==> src/rtl/pool_bram_writer_pkg.sv <==
// Shared layer geometry, BRAM address layout and state/layer enums for the pooling
// output buffer writer. The same constants describe the layout the BRAM DMA reads.
package pool_bram_writer_pkg;

  localparam int SRC_DEPTH   = 1024;
  localparam int SRC_WIDTH   = 16;
  localparam int DATA_WIDTH  = 8;
  localparam int CONV1_BURST = 196;
  localparam int CONV2_BURST = 100;
  localparam int CONV1_CH    = 6;
  localparam int CONV2_CH    = 16;

  localparam int WORD_W = $clog2(SRC_DEPTH);
  localparam int BANK_W = $clog2(SRC_WIDTH);
  localparam int ADDR_W = WORD_W + BANK_W;

  typedef enum logic [1:0] {
    S_IDLE  = 2'd0,
    S_WRITE = 2'd1,
    S_DONE  = 2'd2
  } state_e;

  typedef enum logic [1:0] {
    CONV1 = 2'd0,
    CONV2 = 2'd1
  } layer_e;

  // Terminal values are stored pre-decremented so the wrap compares need no subtractor.
  typedef struct packed {
    logic [WORD_W-1:0] burst_last;
    logic [BANK_W-1:0] bank_last;
    logic [WORD_W-1:0] base;
  } layer_cfg_t;

  function automatic layer_cfg_t layer_cfg(input logic sel_conv2);
    layer_cfg_t cfg;
    if (sel_conv2) begin
      cfg.burst_last = WORD_W'(CONV2_BURST - 1);
      cfg.bank_last  = BANK_W'(CONV2_CH - 1);
      cfg.base       = WORD_W'(CONV1_BURST);
    end else begin
      cfg.burst_last = WORD_W'(CONV1_BURST - 1);
      cfg.bank_last  = BANK_W'(CONV1_CH - 1);
      cfg.base       = '0;
    end
    return cfg;
  endfunction

endpackage

==> src/rtl/pool_bram_writer_if.sv <==
// Pooled-activation stream plus BRAM write port. The slave modport is the writer's
// view; the master modport is the stream source / BRAM observer side.
interface pool_bram_writer_if;
  import pool_bram_writer_pkg::*;

  logic                  s_valid_i;
  logic [DATA_WIDTH-1:0] s_data_i;
  logic                  s_ready_o;
  logic                  ena_o;
  logic                  wea_o;
  logic [ADDR_W-1:0]     addra_o;
  logic [DATA_WIDTH-1:0] dia_o;

  modport slave (
    input  s_valid_i, s_data_i,
    output s_ready_o, ena_o, wea_o, addra_o, dia_o
  );

  modport master (
    output s_valid_i, s_data_i,
    input  s_ready_o, ena_o, wea_o, addra_o, dia_o
  );

endinterface

==> src/rtl/pool_bram_writer_bank_addr_gen.sv <==
// Channel-major bank/index counters for the pooling writer; forms {bank, base+index}
// and flags the final beat of the layer.
module bank_addr_gen
  import pool_bram_writer_pkg::*;
(
  input  logic              clk,
  input  logic              rst_n,
  input  logic              load,
  input  layer_cfg_t        cfg_i,
  input  logic              advance,
  output logic [ADDR_W-1:0] addr,
  output logic              last
);

  layer_cfg_t        cfg_q;
  logic [BANK_W-1:0] bank;
  logic [WORD_W-1:0] idx;
  logic              idx_wrap;

  assign idx_wrap = (idx == cfg_q.burst_last);

  always_ff @(posedge clk or negedge rst_n) begin
    if (!rst_n) begin
      cfg_q <= '0;
      bank  <= '0;
      idx   <= '0;
    end else if (load) begin
      cfg_q <= cfg_i;
      bank  <= '0;
      idx   <= '0;
    end else if (advance) begin
      if (idx_wrap) begin
        idx  <= '0;
        bank <= bank + 1'b1;
      end else begin
        idx <= idx + 1'b1;
      end
    end
  end

  // base+index tops out at 295, so the word field never overflows
  assign addr = {bank, cfg_q.base + idx};
  assign last = idx_wrap && (bank == cfg_q.bank_last);

endmodule

==> src/rtl/pool_bram_writer.sv <==
// Streams pooled activations into the 16-bank source BRAM channel-major and pulses
// done_o after the last write. Optional stall counter: POOL_WR_STALL_CNT_EN.
module pool_bram_writer
  import pool_bram_writer_pkg::*;
(
  input  logic                clk,
  input  logic                rst_n,
  input  logic                start_i,
  input  logic [1:0]          nth_conv_i,
  pool_bram_writer_if.slave   bus,
  output logic                busy_o,
  output logic                done_o,
  output logic                err_o,
  output logic [15:0]         stall_cnt_o
);

  localparam logic [1:0] ST_IDLE  = S_IDLE;
  localparam logic [1:0] ST_WRITE = S_WRITE;
  localparam logic [1:0] ST_DONE  = S_DONE;

  logic [1:0]            state;
  logic                  in_idle;
  logic                  start_ok;
  logic                  accept;
  logic                  last_beat;
  logic [ADDR_W-1:0]     gen_addr;
  logic                  wr_q;
  logic [ADDR_W-1:0]     addr_q;
  logic [DATA_WIDTH-1:0] data_q;
  logic                  err_q;

  assign in_idle  = (state == ST_IDLE);
  assign start_ok = in_idle && start_i && !nth_conv_i[1];
  assign accept   = bus.s_valid_i && (state == ST_WRITE);

  bank_addr_gen u_addr_gen (
    .clk     (clk),
    .rst_n   (rst_n),
    .load    (start_ok),
    .cfg_i   (layer_cfg(nth_conv_i[0])),
    .advance (accept),
    .addr    (gen_addr),
    .last    (last_beat)
  );

  always_ff @(posedge clk or negedge rst_n) begin
    if (!rst_n) begin
      state <= ST_IDLE;
    end else begin
      case (state)
        ST_IDLE:  if (start_ok) state <= ST_WRITE;
        ST_WRITE: if (accept && last_beat) state <= ST_DONE;
        ST_DONE:  state <= ST_IDLE;
        default:  state <= ST_IDLE;
      endcase
    end
  end

  always_ff @(posedge clk or negedge rst_n) begin
    if (!rst_n) begin
      wr_q   <= 1'b0;
      addr_q <= '0;
      data_q <= '0;
      err_q  <= 1'b0;
    end else begin
      wr_q  <= accept;
      err_q <= in_idle && start_i && nth_conv_i[1];
      if (accept) begin
        addr_q <= gen_addr;
        data_q <= bus.s_data_i;
      end
    end
  end

  // ready is decoded from state only, so it never combinationally follows valid
  assign bus.s_ready_o = (state == ST_WRITE);
  assign bus.ena_o     = wr_q;
  assign bus.wea_o     = wr_q;
  assign bus.addra_o   = addr_q;
  assign bus.dia_o     = data_q;
  assign busy_o        = !in_idle;
  assign done_o        = (state == ST_DONE);
  assign err_o         = err_q;

`ifdef POOL_WR_STALL_CNT_EN
  logic [15:0] stall_q;

  always_ff @(posedge clk or negedge rst_n) begin
    if (!rst_n) begin
      stall_q <= '0;
    end else if (start_ok) begin
      stall_q <= '0;
    end else if ((state == ST_WRITE) && !bus.s_valid_i && (stall_q != 16'hFFFF)) begin
      stall_q <= stall_q + 16'd1;
    end
  end

  assign stall_cnt_o = stall_q;
`else
  assign stall_cnt_o = '0;
`endif

endmodule

==> src/flat_wrapper.sv <==
// flat-port wrapper written by rule: the top's interface ports become plain ports
module pool_bram_writer_flat import pool_bram_writer_pkg::*;
  (clk, rst_n, start_i, nth_conv_i, busy_o, done_o, err_o, stall_cnt_o, bus_s_valid_i, bus_s_data_i, bus_s_ready_o, bus_ena_o, bus_wea_o, bus_addra_o, bus_dia_o);
  pool_bram_writer_if bus_i ();
  input  logic clk;
  input  logic rst_n;
  input  logic start_i;
  input  logic [1:0] nth_conv_i;
  output logic busy_o;
  output logic done_o;
  output logic err_o;
  output logic [15:0] stall_cnt_o;
  input wire logic [$bits(bus_i.s_valid_i)-1:0] bus_s_valid_i;
  input wire logic [$bits(bus_i.s_data_i)-1:0] bus_s_data_i;
  output wire logic [$bits(bus_i.s_ready_o)-1:0] bus_s_ready_o;
  output wire logic [$bits(bus_i.ena_o)-1:0] bus_ena_o;
  output wire logic [$bits(bus_i.wea_o)-1:0] bus_wea_o;
  output wire logic [$bits(bus_i.addra_o)-1:0] bus_addra_o;
  output wire logic [$bits(bus_i.dia_o)-1:0] bus_dia_o;
  assign bus_i.s_valid_i = bus_s_valid_i;
  assign bus_i.s_data_i = bus_s_data_i;
  assign bus_s_ready_o = bus_i.s_ready_o;
  assign bus_ena_o = bus_i.ena_o;
  assign bus_wea_o = bus_i.wea_o;
  assign bus_addra_o = bus_i.addra_o;
  assign bus_dia_o = bus_i.dia_o;
  pool_bram_writer u_core (.clk(clk), .rst_n(rst_n), .start_i(start_i), .nth_conv_i(nth_conv_i), .bus(bus_i), .busy_o(busy_o), .done_o(done_o), .err_o(err_o), .stall_cnt_o(stall_cnt_o));
endmodule
==> config.mk <==
export PLATFORM = sky130hd
export DESIGN_NAME = pool_bram_writer_flat
export DESIGN_NICKNAME = d
export VERILOG_FILES = /design/src/rtl/pool_bram_writer_pkg.sv /design/src/rtl/pool_bram_writer_if.sv /design/src/rtl/pool_bram_writer_bank_addr_gen.sv /design/src/rtl/pool_bram_writer.sv /design/src/flat_wrapper.sv
export SDC_FILE = /design/constraint.sdc
export NUM_CORES = 1
export LEC_CHECK = 0
export CAP_MARGIN = 20
export CORE_MARGIN = 4
export CORE_UTILIZATION = 49
export CTS_BUF_LIST = sky130_fd_sc_hd__clkbuf_16
export DETAILED_ROUTE_END_ITERATION = 7
export GPL_ROUTABILITY_DRIVEN = 0
export HOLD_SLACK_MARGIN = 0.02
export PLACE_DENSITY = 0.79
export SLEW_MARGIN = 10
export SYNTH_ARGS = -nofsm -noshare
export SYNTH_HDL_FRONTEND = slang
export SYNTH_HIERARCHICAL = 1
export SYNTH_SLANG_ARGS = --single-unit
==> constraint.sdc <==
create_clock -name clk -period 2.3 [get_ports clk]
set_input_delay 0.46 -clock clk [delete_from_list [all_inputs] [get_ports clk]]
set_output_delay 0.46 -clock clk [all_outputs]
set_load 0.02 [all_outputs]
==> summary.txt, run 1 <==
DR vias/cell -> 4.96
Worst Path Arrival -> 2.40 ns
Vias -> 2256
min-delay worst type -> in -> async
Initial DRC Count -> 101
Root Buffer -> clkbuf_16
setup repair bufs after CTS -> 0
#FFs+latches synth -> 64
Initial Utilization -> 50.3%
vias in the first global route -> 2296
die area -> 0.00838 mm2
asr flop ratio synth -> 100%
worst vdd ir -> 0.478 mV
post-synthesis sequential area ratio -> 46.8%
FMAX -> 456 MHz
setup TNS -> 0 ns
CTS Buf Count -> 9
Pre-antenna DRT Iters -> 4
clk buf depth -> 2
placed cells -> 440
Worst Path Required -> 2.50 ns
DRC viols -> 0
die extent in x -> 91.6 um
non-filler instance count after layout -> 455
post-synth cell types -> 47
max-slew violation count -> 0
die height -> 91.6 um
Avg Inst Size Synth -> 11.9 um2
largest net degree at the start of global routing -> 65
RSZ-0062 raised after global routing -> false
CP Launch Type -> flop
mapped cell area -> 0.00342 mm2
Crit path largest cell delay -> 0.39 ns
EDFF count, synth -> 0
Tcrit/Tclk final -> 95.3%
Site Rows -> 30
Bufs and invs on worst path -> 0
crit end category -> flop
Wirelength per Cell -> 14.3 um
critical path, cell by cell -> ha_1, and3_1, a2111oi_4, o21ai_0, a21oi_1, xnor2_1, mux2_4
Setup Crit Path Kind -> reg -> reg
Main synth FF type -> dfrtp_1
Final ANT Viol Nets -> 0
Cell Area, Placed -> 0.00400 mm2
Clock transition at path regs -> 0.06 ns
status -> finished clean
max cap viols -> 0
number of synthesis warnings -> 6
Syn Inst Count -> 287
Syn-to-layout area delta -> 24.7%
final hold vios -> 0
layout cells sized above 1 -> 24.2%
Static Leak -> 2.00 nW
io pins -> 58
Placeable Area -> 0.00679 mm2
nets -> 381
Worst-Skew Late Latency -> 0.32 ns
ant diodes -> 0
PwrDens -> 1210 mW/mm2
first-pass GRT wire length -> 11.0 mm
CP max-delay cell -> a2111oi_4
Fin Hold WS -> 0.132 ns
Finish-stage setup viols -> 0
largest fanout on the critical path -> 4
CTS tree -> done
Top delay family on crit path -> compound AO/OA/AOI/OAI gates
Tot GR Track Use -> 16.7%
CTS Sinks -> 64
antenna violations before repair -> 0
total wire length -> 6.50 mm
dpl hpwl -> 4.40 mm
H-tree depth -> 3
Buffers on Ports -> 41
Layout Skew -> 0.00791 ns
gr ovfl total -> 0
post-route cell area -> 0.00427 mm2
min cycle time layout -> 2.19 ns
## where the power goes
part,switching (mW),internal (mW),total [mW]
sequential,0.253,1.53,1.78
clock,0.454,0.705,1.16
combinational,1.02,1.20,2.22
total,1.72,3.44,5.16
## registers in the layout (all words and copies together) (netlist names)
signal / count
u_core/err_o: 1
u_core/state: 2
u_core/u_addr_gen/cfg_q: 24
u_core/bus.ena_o: 1
u_core/bus.dia_o: 8
u_core/bus.addra_o: 14
u_core/u_addr_gen/bank: 4
u_core/u_addr_gen/idx: 10
## layout make-up
cell class | instances | area, um2
Inverter | 11 | 41.3
Timing Repair Buffer | 53 | 520
Clock inverter | 6 | 27.5
Sequential cell | 64 | 1600
Multi-Input combinational cell | 216 | 1730
Tap cell | 96 | 120
Clock buffer | 9 | 225
Fill cell | 523 | 2530
## path summary, 6_finish.rpt
kind	startpoint	depth (start not counted)	endpoint	slack [ns]
max in group asynchronous	rst_n	2	u_core/bus.addra_o[2]	1.88
worst min-delay path	rst_n	2	u_core/bus.dia_o[5]	0.13
worst max register to register	u_core/u_addr_gen/cfg_q[3]	7	u_core/bus.addra_o[9]	0.11
min in group clk	u_core/bus.dia_o[6]	1	u_core/bus.dia_o[6]	0.50
worst max-delay path	u_core/u_addr_gen/cfg_q[3]	7	u_core/bus.addra_o[9]	0.11
worst min register to register	u_core/bus.dia_o[6]	1	u_core/bus.dia_o[6]	0.50
## metal layers
metal  share of wire (%)  GRT usage [%]  routed length (um)  up-vias
met5                   0              0                   0        -
met4                 2.6           10.2                 169        0
met3                 3.4           2.90                 221       10
met2                  49           26.7                3210       49
met1                  45           20.9                2900     1107
li1                    -              -                   -     1090
## cell usage in the layout, fill, tap and decap left out, drive strengths merged, types with 3 or more instances in the layout
master / n
nand2b: 3
a21oi: 9
clkdlybuf4s50: 40
xnor2: 9
ha: 11
dfrtp: 64
nand2: 10
inv: 11
o32ai: 3
o21ai: 9
clkinv: 6
and4: 3
nor3: 5
mux2: 46
conb: 33
nor4: 5
clkbuf: 9
nor2b: 3
xor2: 16
nor2: 12
buf: 13
nand4: 3
nand3: 6
and3: 9
## synth_stat cells (5+ instances only)
| cell | n | area [um2] |
|---|---|---|
| dfrtp_1 | 64 | 1600 |
| xor2_1 | 16 | 140 |
| nor2_1 | 12 | 45.0 |
| mux2_4 | 19 | 285 |
| mux2_2 | 27 | 304 |
| nand3_1 | 6 | 30.0 |
| buf_4 | 17 | 128 |
| ha_1 | 11 | 138 |
| a21oi_1 | 9 | 45.0 |
| nor3_1 | 5 | 25.0 |
| nand2_1 | 10 | 37.5 |
| xnor2_1 | 9 | 78.8 |
| o21ai_0 | 9 | 45.0 |
| and3_1 | 6 | 37.5 |
| inv_1 | 11 | 41.3 |
## repair_timing
item / in CTS / in global routing
pin swaps: 0 / 2
hold buffers: 0 / 0
endpoints found under the setup margin: 2 / 2
endpoints found under the hold margin: 0 / 0
gates resized for setup: 2 / 2
## logic make-up (layout without fill, tap and decap cells)
group                    count (synthesis)  after routing  synth area share (%)
AO/OA/AOI/OAI                           29             29                  5.45
XOR/XNOR                                25             25                  6.40
adder cells (fa/ha/maj)                 12             12                  4.61
buffers and inverters                   38             79                  6.55
flip-flops                              64             64                  46.8
multiplexers                            48             48                  17.8
other                                    2             33                 0.220
AND/OR/NAND/NOR                         69             69                  12.1
## through the flow
step	power, mW	setup WS (ns)	util (%)
after detailed placement	3.98	0.0409	58.9
after floorplan	3.29	0.134	-
after global routing	5.52	0.0146	62.8
after global placement	3.90	0.128	58.9
after CTS	5.20	0.0430	62.8
final	5.16	0.108	62.8
Note: power is estimated with default switching activity, not from simulation.
==> run 2, diff against run 1 <==
--- a/config.mk
+++ b/config.mk
@@ -13,7 +13,6 @@
 export GPL_ROUTABILITY_DRIVEN = 0
 export HOLD_SLACK_MARGIN = 0.02
 export PLACE_DENSITY = 0.79
-export SLEW_MARGIN = 10
 export SYNTH_ARGS = -nofsm -noshare
 export SYNTH_HDL_FRONTEND = slang
 export SYNTH_HIERARCHICAL = 1
==> results of run 2 <==
The final DEF is identical to that of run 1; final timing and power are the same.
